`src/rtl/vram_scheduler.sv`:
```
`default_nettype none
// ============================================================================
// vram_scheduler
//   Shares a single-port pipelined video RAM between display refresh (one read
//   per 4-pixel word, serialised to pixels) and one valid/ready writer.
//   Optional double buffering is enabled by defining VRAM_DBUF_EN.
// Rev 1.0
// ============================================================================
module vram_scheduler #(
  parameter int PIX_W    = 8,
  parameter int H_ACTIVE = 800,
  parameter int V_ACTIVE = 600,
  parameter int ADDR_W   = 18,
  parameter int FB_BASE  = 0,
  parameter int MEM_LAT  = 2
) (
  input  logic                 vclock,
  input  logic                 reset,
  input  logic [10:0]          hcount,
  input  logic [10:0]          vcount,
  input  logic                 hsync,
  input  logic                 vsync,
  input  logic                 blank,
  input  logic                 wr_req,
  input  logic [ADDR_W-1:0]    wr_addr,
  input  logic [4*PIX_W-1:0]   wr_data,
  output logic                 wr_ack,
  output logic [ADDR_W-1:0]    mem_addr,
  output logic                 mem_we,
  output logic [4*PIX_W-1:0]   mem_din,
  input  logic [4*PIX_W-1:0]   mem_dout,
  output logic [PIX_W-1:0]     pix_out,
  output logic                 hsync_out,
  output logic                 vsync_out,
`ifdef VRAM_DBUF_EN
  input  logic                 buf_swap,
  output logic                 front_buf,
`endif
  output logic                 blank_out
);

  localparam int                WORD_W     = 4 * PIX_W;
  localparam int                D          = MEM_LAT + 2;
  localparam logic [10:0]       c_H_ACT    = 11'(H_ACTIVE);
  localparam logic [10:0]       c_V_ACT    = 11'(V_ACTIVE);
  localparam logic [ADDR_W-1:0] c_FB_BASE  = ADDR_W'(FB_BASE);
  localparam logic [ADDR_W-1:0] c_FB_WORDS = ADDR_W'(H_ACTIVE / 4 * V_ACTIVE);

  logic                w_slot;
  logic [ADDR_W-1:0]   w_base;
  logic                w_load;
  logic [PIX_W-1:0]    w_pix_nxt;
  logic [ADDR_W-1:0]   r_rd_addr;
  logic                r_rd_iss;
  logic [MEM_LAT-1:0]  r_vld;
  logic [WORD_W-1:0]   r_sh;
  logic [PIX_W-1:0]    r_pix;
  logic [D-1:0]        r_hs_dly;
  logic [D-1:0]        r_vs_dly;
  logic [D-1:0]        r_bl_dly;

  assign w_slot = (hcount[1:0] == 2'b00) && (hcount < c_H_ACT) && (vcount < c_V_ACT);
  assign wr_ack = wr_req & ~w_slot & ~reset;

`ifdef VRAM_DBUF_EN
  logic r_front;
  logic r_pend;

  // A swap only takes effect at the start of vertical blank; extra pulses merge.
  always_ff @(posedge vclock) begin
    if (reset) begin
      r_front <= 1'b0;
      r_pend  <= 1'b0;
    end else if ((vcount == c_V_ACT) && (hcount == 11'd0) && r_pend) begin
      r_front <= ~r_front;
      r_pend  <= buf_swap;
    end else if (buf_swap) begin
      r_pend  <= 1'b1;
    end
  end

  assign front_buf = r_front;
  assign w_base    = r_front ? (c_FB_BASE + c_FB_WORDS) : c_FB_BASE;
`else
  assign w_base    = c_FB_BASE;
`endif

  // Lines are contiguous, so a running counter reloaded in vblank replaces y*stride.
  always_ff @(posedge vclock) begin
    if (reset)                  r_rd_addr <= c_FB_BASE;
    else if (vcount >= c_V_ACT) r_rd_addr <= w_base;
    else if (w_slot)            r_rd_addr <= r_rd_addr + 1'b1;
  end

  always_ff @(posedge vclock) begin
    if (reset) begin
      mem_addr <= '0;
      mem_we   <= 1'b0;
      mem_din  <= '0;
    end else if (w_slot) begin
      mem_addr <= r_rd_addr;
      mem_we   <= 1'b0;
    end else if (wr_ack) begin
      mem_addr <= wr_addr;
      mem_we   <= 1'b1;
      mem_din  <= wr_data;
    end else begin
      mem_we   <= 1'b0;
    end
  end

  always_ff @(posedge vclock) begin
    if (reset) begin
      r_rd_iss <= 1'b0;
      r_vld    <= '0;
    end else begin
      r_rd_iss <= w_slot;
      r_vld[0] <= r_rd_iss;
      for (int i = 1; i < MEM_LAT; i++) r_vld[i] <= r_vld[i-1];
    end
  end

  always_ff @(posedge vclock) begin
    if (reset) begin
      r_hs_dly <= '1;
      r_vs_dly <= '1;
      r_bl_dly <= '1;
    end else begin
      r_hs_dly <= {r_hs_dly[D-2:0], hsync};
      r_vs_dly <= {r_vs_dly[D-2:0], vsync};
      r_bl_dly <= {r_bl_dly[D-2:0], blank};
    end
  end

  // Pixel 0 goes straight to the output register; the shifter keeps the rest.
  assign w_load    = r_vld[MEM_LAT-1];
  assign w_pix_nxt = w_load ? mem_dout[PIX_W-1:0] : r_sh[PIX_W-1:0];

  always_ff @(posedge vclock) begin
    if (reset) begin
      r_sh  <= '0;
      r_pix <= '0;
    end else begin
      r_sh  <= w_load ? (mem_dout >> PIX_W) : (r_sh >> PIX_W);
      r_pix <= r_bl_dly[D-2] ? '0 : w_pix_nxt;
    end
  end

  assign pix_out   = r_pix;
  assign hsync_out = r_hs_dly[D-1];
  assign vsync_out = r_vs_dly[D-1];
  assign blank_out = r_bl_dly[D-1];

endmodule
`default_nettype wire
```
`config.mk`:
```
export PLATFORM = sky130hd
export DESIGN_NAME = vram_scheduler
export DESIGN_NICKNAME = d
export VERILOG_FILES = /design/src/rtl/vram_scheduler.sv
export SDC_FILE = /design/constraint.sdc
export NUM_CORES = 1
export LEC_CHECK = 0
export ABC_CLOCK_PERIOD_IN_PS = 1700
export BUFFER_PORTS_ARGS = -buffer_cell sky130_fd_sc_hd__buf_2
export CORE_UTILIZATION = 43
export DETAILED_ROUTE_END_ITERATION = 10
export PLACE_DENSITY = 0.77
export SYNTH_ARGS = -nofsm -noshare
export SYNTH_HDL_FRONTEND = slang
export SYNTH_SLANG_ARGS = --single-unit
```
`constraint.sdc`:
```
create_clock -name vclock -period 1.7 [get_ports vclock]
set_input_delay 0.17 -clock vclock [delete_from_list [all_inputs] [get_ports vclock]]
set_output_delay 0.17 -clock vclock [all_outputs]
set_load 0.05 [all_outputs]
```
== After elaboration in Yosys (flattened, before gate mapping) ==
Index checks and enable logic that the tools add are counted.

* Bits in registers: 124
* Input port bits: 110
* Word-level logic and storage cells: 32

* Bitwise gates (word level): 4
* $add $sub $neg: 1
* Magnitude comparators: 3
* Reductions and logical operators: 8
* Mux-type cells: 5

{| class="wikitable"
|+ Operator list
! operator !! count
|-
| $mux 18 || 2
|-
| $mux 24 || 1
|-
| $lt 11x10->1 const B || 2
|-
| $add 18x1->18 const B || 1
|-
| $ge 11x10->1 const B || 1
|-
| $mux 8 || 1
|-
| $reduce_or 2->1 || 3
|-
| $and 1x1->1 || 2
|-
| $logic_and 1x1->1 || 2
|-
| $logic_not 2->1 || 1
|-
| $not 1->1 || 2
|-
| $reduce_and 2->1 || 1
|-
| $reduce_bool 2->1 || 1
|-
| $mux 1 || 1
|}

== Depth between registers and ports, before layout ==
Gate-level depths: netlist of the first run.

* Depth after elaboration: 8
* Gate-level depth with buffers: 7
* Mapped depth without buffers: 5

== Worst setup path after synthesis of the first run ==
No wires, ideal clock.

* Path kind: reg-to-reg
* Start: reg r_rd_addr[7]
* End: reg r_rd_addr[17]
* Buffers on the path: 1
* Required time: 1,641 ps
* Arrival: 1,567 ps
* Period minus slack after synthesis: 1,626 ps
* Cell stages (with the launch flop): 7
* Slack: 74 ps
* Path through: dfxtp_1 and4_1 buf_4 nand3_1 or3_1 or4_1 nand2_1

* Cells in the longest elaborated chain, start to end: 1

{| class="wikitable"
|+ Ends and longest elaborated chain
! item !! line !! RTL
|-
| start: declaration || 53 || <nowiki>logic [ADDR_W-1:0] r_rd_addr;</nowiki>
|-
| start signal: assignment || 90 || <nowiki>if (reset) r_rd_addr <= c_FB_BASE;</nowiki>
|-
| start signal: assignment || 91 || <nowiki>else if (vcount >= c_V_ACT) r_rd_addr <= w_base;</nowiki>
|-
| start signal: assignment || 92 || <nowiki>else if (w_slot) r_rd_addr <= r_rd_addr + 1'b1;</nowiki>
|-
| $add 18x1->18 || 92 ||
|}

Every way passes these cells.
A chain may end at the register's enable or synchronous reset.

== Worst setup path after layout of the first run ==
* Start: reg r_rd_addr[14]
* End: reg r_rd_addr[17]

Same word-level chain as after synthesis.

==> out/results.ini, run 1 <==
[run_status]
status = finished clean

[synth]
synth.net_count = 570
synth_top_area_cell = dfxtp_1
yosysUniqueCellTypes = 34
synth_warnings = 0
netlist_area_mm2 = 0.004385
ys_seq_elements = 116
seq_area_frac_synth = 0.5295
syn_avg_cell_area_um2 = 9.554
synthCells = 459
synthTopCellsByArea = dfxtp_1, mux2i_1, nand3b_1, nor2_1, o21ai_0
synth_top_area_frac = 0.5295

[finish]
instances_no_fill = 859
fin_nets = 822
drive_gt1_frac = 0.3315
area_delta_synth_final_pct = 54.58
postLayoutCellArea_mm2 = 0.006779

[timing]
slew_headroom = 0.7308
fin_crit_ns = 1.636
skew_ns = 0.006832
tns_ns = 0
tightestPinTransition_ns = 0.4030
rsz0062_at_grt = yes
finalWorstSetupSlack_ns = 0.06404
fin_crit_sh = 0.9623
slew_violations = 0
setup_viol = 0
finalHoldViolCount = 0
timing.fmax_mhz = 611.3

[cts]
cts_setup_buffers = 0
cts.path.max_buffers = 2
cts.sinks = 116
clock_latency_ns = 0.50
cts_root_buf = clkbuf_8
cts_made_buffers = 17
htree_levels = 4
cts_tree = done
path_clk_slew_ns = 0.05

[setup_path]
crit_required_ns = 2.14
cp-start-kind = register
crit_family = simple AND/OR/NAND/NOR gates
path_cells = and4_1 > nand3_1 > or3_1 > or4_1 > nand2_1
crit_path_max_fanout = 3
cpPeakStageDelay_ns = 0.40
r2r_slack_ns = 0.06
critical_path_class = reg -> reg
cp.arrival_ns = 2.07
endpoint_kind = register
slowest_stage = or4_1
critPathBufInv = 0

[drt]
drt_iter0_drc = 98
num_vias = 4114
detail_route.wl_per_cell_um = 13.84
firstDrtPassIters = 6
ant_nets = 0
wl_mm = 11.89
drc = 0
viasPerCell = 4.789

[global_routing]
grt_usage = 0.2228
antenna_found_initial = 0
grt_overflow = 0
grt_pass1_wl_mm = 17.97
grt_max_degree = 66
grt_pass1_vias = 3903

[placement]
dp_hpwl_mm = 6.677
numPlacedInstances = 751
place.gp.congestion = 0.8150
portBuffers = 166
post-place-ws_ns = 0.06222
placed_area_mm2 = 0.005472

[pwr]
vdd_drop_max_uv = 573.8
p_leak_nw = 3.066
power.density_mw_per_mm2 = 1040

[hold_path]
hold_path.class = in -> reg

[floorplanning]
initial_core_util = 0.4466
die_h_um = 103.0
num_io_pins = 173
core_mm2 = 0.009819
fp-row-count = 36
fp.dieW_um = 103.0
die_area_mm2 = 0.01061

[flow_run]
cap_violations = 0

worst reg2reg max path, stage by stage (launching register included):
cell and delay, ns:
dfxtp_1 0.36, and4_1 0.25, nand3_1 0.12, or3_1 0.38
or4_1 0.40, nand2_1 0.07
logic make-up (layout without fill, tap and decap cells):
kind of cell | Yosys count | in the layout | synth area share
xor gates and xnor gates | 15 | 15 | 0.02996
and+or+nand+nor | 157 | 157 | 0.1932
other | 0 | 2 | 0
DFF | 116 | 116 | 0.5295
buffers and inverters | 69 | 334 | 0.06248
AOI/OAI and AO/OA | 59 | 59 | 0.08616
adders and majority gates | 1 | 1 | 0.002853
muxes | 42 | 42 | 0.09586
where the power goes:
| part | leakage (nW) | internal [mW] | total, mW | switching (mW) |
|---|---|---|---|---|
| Sequential | 0.947 | 2.82 | 2.86 | 0.0447 |
| Clock | 0.271 | 2.10 | 3.27 | 1.17 |
| Combinational | 1.85 | 0.360 | 0.917 | 0.557 |
| Total | 3.07 | 5.28 | 7.05 | 1.77 |
worst paths after layout:
kind / cells after the start / to / startpoint
max: 5 / r_rd_addr[17] / r_rd_addr[14]
min: 3 / mem_addr[13] / wr_addr[13]
min reg2reg: 1 / r_vs_dly[3] / r_vs_dly[2]
max reg2reg: 5 / r_rd_addr[17] / r_rd_addr[14]
cells in the mapped netlist, drive strengths merged:
master  count
or3         2
clkbuf     20
inv        37
nor4        8
o211ai      2
ha          1
a211oi     18
nor2b       4
and4        3
buf        12
and2        8
dfxtp     116
and3        1
o21ai      35
nand3b     32
or2        14
nand3       7
o311ai      1
a21oi       2
nor3        6
nand4       3
or4         1
mux2i      42
nand2       8
xor2        1
o221a       1
nor2       60
xnor2      14
per-layer routing:
| layer | track usage | up-vias | part of all wire |
|---|---|---|---|
| met2 | 0.4041 | 153 | 0.53 |
| met1 | 0.2333 | 1889 | 0.40 |
| li1 | - | 2048 | - |
| met3 | 0.06373 | 24 | 0.055 |
| met5 | 0 | - | 0 |
| met4 | 0.1170 | 0 | 0.024 |
cell usage in the layout (no fill, tap or decap), types with 7 or more instances in the layout:
| cell | count |
|---|---|
| or2_2 | 13 |
| dlygate4sd3_1 | 74 |
| nor2_1 | 60 |
| buf_4 | 23 |
| nand3_1 | 7 |
| o21ai_0 | 33 |
| nand3b_1 | 32 |
| dfxtp_1 | 116 |
| xnor2_1 | 14 |
| nand2_1 | 7 |
| clkbuf_16 | 16 |
| mux2i_1 | 42 |
| and2_1 | 8 |
| buf_2 | 166 |
| clkinv_2 | 7 |
| a211oi_1 | 18 |
| inv_1 | 37 |
through the flow:
stage                     utilization  power, mW  hold slack, ns
after global routing           0.6899      7.305         0.01120
final                          0.6904      7.051         0.03218
after CTS                      0.6886      7.085        0.001280
after global placement         0.5572      3.672          0.3550
after detailed placement       0.5572      3.687          0.3541
after floorplan                     -      3.422          0.2738
area by class of cell:
class | instances | area, µm²
Timing Repair Buffer | 265 | 1784
Clock buffer | 21 | 439.2
Clock inverter | 11 | 110.1
Multi-Input combinational cell | 274 | 1813
Fill cell | 717 | 3040
Antenna cell | 2 | 5.005
Inverter | 37 | 138.9
Sequential cell | 116 | 2322
Tap cell | 133 | 166.4
flip-flops by register name, indices dropped and copies added (netlist names):
name       cells
mem_din       32
r_rd_addr     18
pix_out        8
r_vs_dly       4
r_bl_dly       4
mem_we         1
mem_addr      18
r_vld          2
r_hs_dly       4
r_sh          24
r_rd_iss       1
repair_timing:
item,in CTS,in global routing
endpoints found under the hold margin,74,0
endpoints found under the setup margin,0,6
hold buffers,74,0
resized for setup,0,2
Note: power is estimated with default switching activity, not from simulation.
==> inputs of run 2 (changes only) <==
ABC_AREA = 1   (was unset)
CORE_UTILIZATION = 44   (was 43)
PLACE_DENSITY = 0.78   (was 0.77)
==> run 2 against run 1 <==
Non-clock buffer count fell by 1. Flip-flop and latch count did not move. Die area rose by 1.5%. Combinational power fell by 2.3%. Routed wire length rose by 20%.
==> out/results.ini, run 2 <==
[placement]
placed_area_mm2 = 0.005505
numPlacedInstances = 905
dp_hpwl_mm = 7.964
portBuffers = 166
place.gp.congestion = 0.8967

[global_routing]
grt_usage = 0.2749
grt_pass1_vias = 5166
grt_max_degree = 41
grt_overflow = 0
grt_pass1_wl_mm = 23.60
antenna_found_initial = 1

[finish]
drive_gt1_frac = 0.2635
nFillCells = 709
postLayoutCellArea_mm2 = 0.006924
largest_register_ffs = 32
area_delta_synth_final_pct = 51.91
instances_no_fill = 1022
fin_nets = 986
layout_commonest_cell = nand2_1
final_cell_mix = nand2_1, buf_2, dfxtp_1
reg_top3 = mem_din (32), r_sh (24)
final_util = 0.6987
regMostFlops = mem_din

[timing]
fin_crit_sh = 0.9376
finalHoldViolCount = 0
rsz0062_at_grt = no
tns_ns = 0
setup_viol = 0
skew_ns = 0.008950
tightestPinTransition_ns = 0.7265
slew_headroom = 0.5152
timing.fmax_mhz = 627.4
slew_violations = 0
fin_crit_ns = 1.594

[setup_path]
r2r_slack_ns = 0.22
timing.rr.end = r_rd_addr[10]
crit_required_ns = 1.53
crit_path_max_fanout = 23
cp_common_cell = nand2_1
rr_worst_depth = 7
cp-start-kind = primary input
path_cells = buf_2 > inv_1 > nand2_1 > nor2_1 > nand2_1 > nand2_1 > nand2_2 > nand2_2 > inv_2 > buf_2
endpoint_kind = output port
reg2reg_from = r_rd_addr[0]
critical_path_class = in -> out
slowest_stage = buf_2
cp.arrival_ns = 1.42
cpPeakStageDelay_ns = 0.35

[synth]
synthCells = 623
yosysUniqueCellTypes = 29
synth_edf_count = 0
ys_async_sr_fraction = 0
synth_top_area_frac = 0.5095
netlist_area_mm2 = 0.004558
synth.most_common_cell = nand2_1
synth_warnings = 0
synth_top_area_cell = dfxtp_1
synthFlopType = dfxtp_1
synthTopCellsByArea = dfxtp_1, nand2_1, nand3_1, nor2_1, inv_1
synth.net_count = 734
ys_seq_elements = 116
yosys-top-cells-count = nand2_1, dfxtp_1, nand3_1
seq_area_frac_synth = 0.5095
syn_avg_cell_area_um2 = 7.316

[drt]
ant_nets = 0
drt_iter0_drc = 303
wl_mm = 14.23
viasPerCell = 4.954
firstDrtPassIters = 6
num_vias = 5063
detail_route.wl_per_cell_um = 13.92
drc = 0

[pwr]
p_int_mw = 5.311
power.switching_mw = 1.839
power.density_mw_per_mm2 = 1033
combPwrFrac = 0.125
vdd_drop_max_uv = 674.0
switching_share = 0.2572
pwr-share-clk = 0.476
p_leak_nw = 3.388
seqPwrFrac = 0.399

[run_status]
status = finished clean

[hold_path]
hold_depth = 5
hold_path.class = in -> reg
hp-start = wr_addr[3]
hold_end = mem_addr[3]

[cts]
cts_made_buffers = 17
cts_tree = done
path_clk_slew_ns = 0.06
clock_latency_ns = 0.51
cts.sinks = 116
cts_root_buf = clkbuf_8
cts.path.max_buffers = 2
htree_levels = 4

[floorplanning]
die_h_um = 103.8
num_io_pins = 173
core_mm2 = 0.009910
fp.dieW_um = 103.8
fp-row-count = 36
die_area_mm2 = 0.01077
initial_core_util = 0.4600

[flow_run]
cap_violations = 0

-- run 2: final cells by class --
cell class	count	area, µm²	share of cell area
clock inverter	12	130.1	0.01879
clock buffer	20	445.4	0.06433
tap	133	166.4	0.02403
multi-input combinational	421	1859	0.2685
inverter	55	209.0	0.03018
sequential	116	2322	0.3354
antenna	1	2.502	0.0003614
timing repair buffer	264	1789	0.2584
-- run 2: cell families (layout without fill, tap and decap cells) --
kind of cell	count (synthesis)	count (layout)	synth area share
AND/OR/NAND/NOR	369	369	0.3426
flip-flops	116	116	0.5095
buffers and inverters	86	351	0.08262
AO/OA/AOI/OAI	45	45	0.05106
XOR/XNOR	6	6	0.01153
adder cells (fa/ha/maj)	1	1	0.002745
other	0	1	0
-- run 2: worst max-delay path, delay by kind of cell --
kind,cells,cell delay [ns]
buffers and inverters,4,0.81
and+or+nand+nor,6,0.43
-- run 2: worst max path at each step --
stage                 startpoint             to  slack [ns]  depth (start not counted)
floorplan           r_rd_addr[0]  r_rd_addr[16]        0.33                          8
detailed placement     vcount[4]         wr_ack        0.14                         10
CTS                    vcount[4]         wr_ack        0.14                         10
global route           vcount[4]         wr_ack       0.002                         10
global placement       vcount[4]         wr_ack        0.19                         10
finish                 vcount[8]         wr_ack        0.11                         10
-- run 2: through the flow --
step | hold WS, ns | setup WS (ns) | total power [mW]
6_report | 0.01689 | 0.1061 | 7.150
5_1_grt | 0.006598 | 0.002498 | 7.425
4_1_cts | 0.0005985 | 0.1424 | 7.149
3_5_place_dp | 0.3623 | 0.1403 | 3.623
3_3_place_gp | 0.3619 | 0.1860 | 3.606
2_1_floorplan | 0.2738 | 0.3295 | 3.378
-- run 2: per-layer routing --
metal | up-vias | share of wire | global-route usage
met5 | - | 0 | 0
met4 | 0 | 0.044 | 0.1633
met3 | 57 | 0.065 | 0.06986
met2 | 256 | 0.52 | 0.5101
met1 | 2293 | 0.37 | 0.2758
li1 | 2457 | - | -
-- run 2: power groups by stage --
| stage | clock network, mW | logic [mW] | registers, mW |
|---|---|---|---|
| global placement | 0 | 0.705 | 2.90 |
| CTS | 3.43 | 0.867 | 2.85 |
| global route | 3.61 | 0.951 | 2.86 |
| detailed placement | 0 | 0.718 | 2.91 |
| floorplan | 0 | 0.201 | 3.18 |
| finish | 3.40 | 0.896 | 2.85 |
-- run 2: repair_timing --
action	4_1_cts	5_1_grt
gates resized for setup	0	0
endpoints found under the hold margin	84	0
setup buffers	0	0
hold buffers	84	0
==> inputs of run 3 (changes only) <==
CORE_MARGIN = 8   (was unset)
==> run 3 against run 2 <==
Clock power rose by 5.9%. First-iteration DRC count rose by 19%. Critical path depth did not move. Via count fell by 1.1%. Largest cell class unchanged. Critical endpoint unchanged. Count of clock-buffer cells in the layout did not move. Design area rose by 0.58%. Worst setup slack improved by 0.060 ns. Combinational power barely moved. Clock skew rose by 0.00052 ns. Highest routed layer unchanged. Flip-flop and latch count did not move. Global-route usage fell by 6.0 points. Routed wire length rose by 5.2%.
==> out/results.ini, run 3 (same netlist as run 2, synthesis figures left out) <==
[pwr]
p_leak_nw = 3.421
fin_total_pwr_mw = 7.346
vdd_drop_max_uv = 703.6
power.density_mw_per_mm2 = 1055

[drt]
viasPerCell = 4.867
num_vias = 5008
drt_iter0_drc = 360
firstDrtPassIters = 7
ant_nets = 0
wl_mm = 14.97
drc = 0
detail_route.wl_per_cell_um = 14.54

[setup_path]
crit_required_ns = 1.53
crit_path_max_fanout = 17
r2r_slack_ns = 0.24
rr_worst_depth = 8
endpoint_kind = output port
cp-start-kind = primary input
worstSetupEndpoint = wr_ack
cp.arrival_ns = 1.36
critical_path_class = in -> out
crit_start = vcount[5]
reg2reg_from = r_rd_addr[1]
timing.rr.end = r_rd_addr[16]

[timing]
tns_ns = 0
slew_violations = 0
finalHoldViolCount = 0
skew_ns = 0.009468
setup_viol = 0
rsz0062_at_grt = no
slew_headroom = 0.7747
timing.fmax_mhz = 651.8
fin_crit_ns = 1.534
finalWorstSetupSlack_ns = 0.1659
fin_crit_sh = 0.9024
tightestPinTransition_ns = 0.3359

[cts]
htree_levels = 4
cts_tree = done
cts.path.max_buffers = 2
clock_latency_ns = 0.51
cts_root_buf = clkbuf_8
cts.sinks = 116
path_clk_slew_ns = 0.06
cts.repair.resized = 0
cts_setup_buffers = 0
cts_hold_buf = 81
cts_made_buffers = 17

[floorplanning]
initial_core_util = 0.4475
num_io_pins = 173
core_mm2 = 0.01018
fp-row-count = 37
fp.dieW_um = 117.8
die_area_mm2 = 0.01387
die_h_um = 117.8

[finish]
final_util = 0.6838
fin_nets = 988
nFillCells = 768
layout_commonest_cell = nand2_1
final_cell_mix = nand2_1, buf_2, dfxtp_1
drive_gt1_frac = 0.2677
regMostFlops = mem_din
largest_register_ffs = 32
instances_no_fill = 1029
reg_top3 = mem_din (32), r_sh (24)
area_delta_synth_final_pct = 52.79

[placement]
post-place-ws_ns = 0.1827
portBuffers = 166
place.gp.congestion = 0.8791
numPlacedInstances = 913
dp_hpwl_mm = 9.023

[global_routing]
grt_max_degree = 36
grt_overflow = 0
grt_usage = 0.2151
grt_pass1_vias = 5077
grt_pass1_wl_mm = 24.63
antenna_found_initial = 4

[hold_path]
hold_path.class = in -> reg
hp-start = wr_addr[0]
hold_depth = 5

[flow_run]
cap_violations = 0

[run_status]
status = finished clean

## run 3: cell count changes in the layout (fill, tap and decap cells not counted), moves of 2 or more
cell | before | now
dlygate4sd3_1 | 84 | 81
clkinv_4 | 1 | 3
diode_2 | 1 | 4
buf_4 | 13 | 18
clkinvlp_4 | 5 | 1
## run 3: where the power goes
part           switching [mW]  total, mW  internal (mW)
Clock                    1.29       3.60           2.31
Sequential             0.0436       2.85           2.81
Combinational           0.549      0.893          0.343
## run 3: worst min-delay path by stage
stage                             end
after global placement    r_vs_dly[0]
after CTS                 mem_addr[0]
after global routing         r_rd_iss
after floorplan           r_bl_dly[0]
final                     mem_addr[0]
after detailed placement  r_hs_dly[0]
## run 3: stage by stage
step,instance area (µm²),hold WS [ns]
2_1_floorplan,4558,0.2738
3_3_place_gp,5547,0.3519
3_5_place_dp,5547,0.3595
4_1_cts,6954,0.001742
5_1_grt,6964,0.03380
6_report,6964,0.006141
## run 3: final cells by class
type,count,area [µm²],share of cell area
Clock buffer,20,445.4,0.06396
Timing Repair Buffer,266,1797,0.2580
Inverter,55,209.0,0.03000
Tap cell,136,170.2,0.02443
Sequential cell,116,2322,0.3335
Antenna cell,4,10.01,0.001437
Multi-Input combinational cell,421,1859,0.2670
Clock inverter,11,151.4,0.02174
## run 3: critical path: stages
cell,delay [ns]
buf_2,0.08
inv_1,0.04
nand2_1,0.06
nand2_1,0.05
nand2_1,0.09
nand2_1,0.09
nand2_2,0.15
nand2_2,0.08
inv_2,0.22
buf_2,0.33
## run 3: per-layer routing
metal	track usage	routed length [µm]	part of all wire	up-vias
met2	0.3673	7476	0.50	219
met4	0.1129	505	0.034	0
met1	0.2270	5804	0.39	2274
met5	0	0	0	-
li1	-	-	-	2470
met3	0.08058	1179	0.079	45
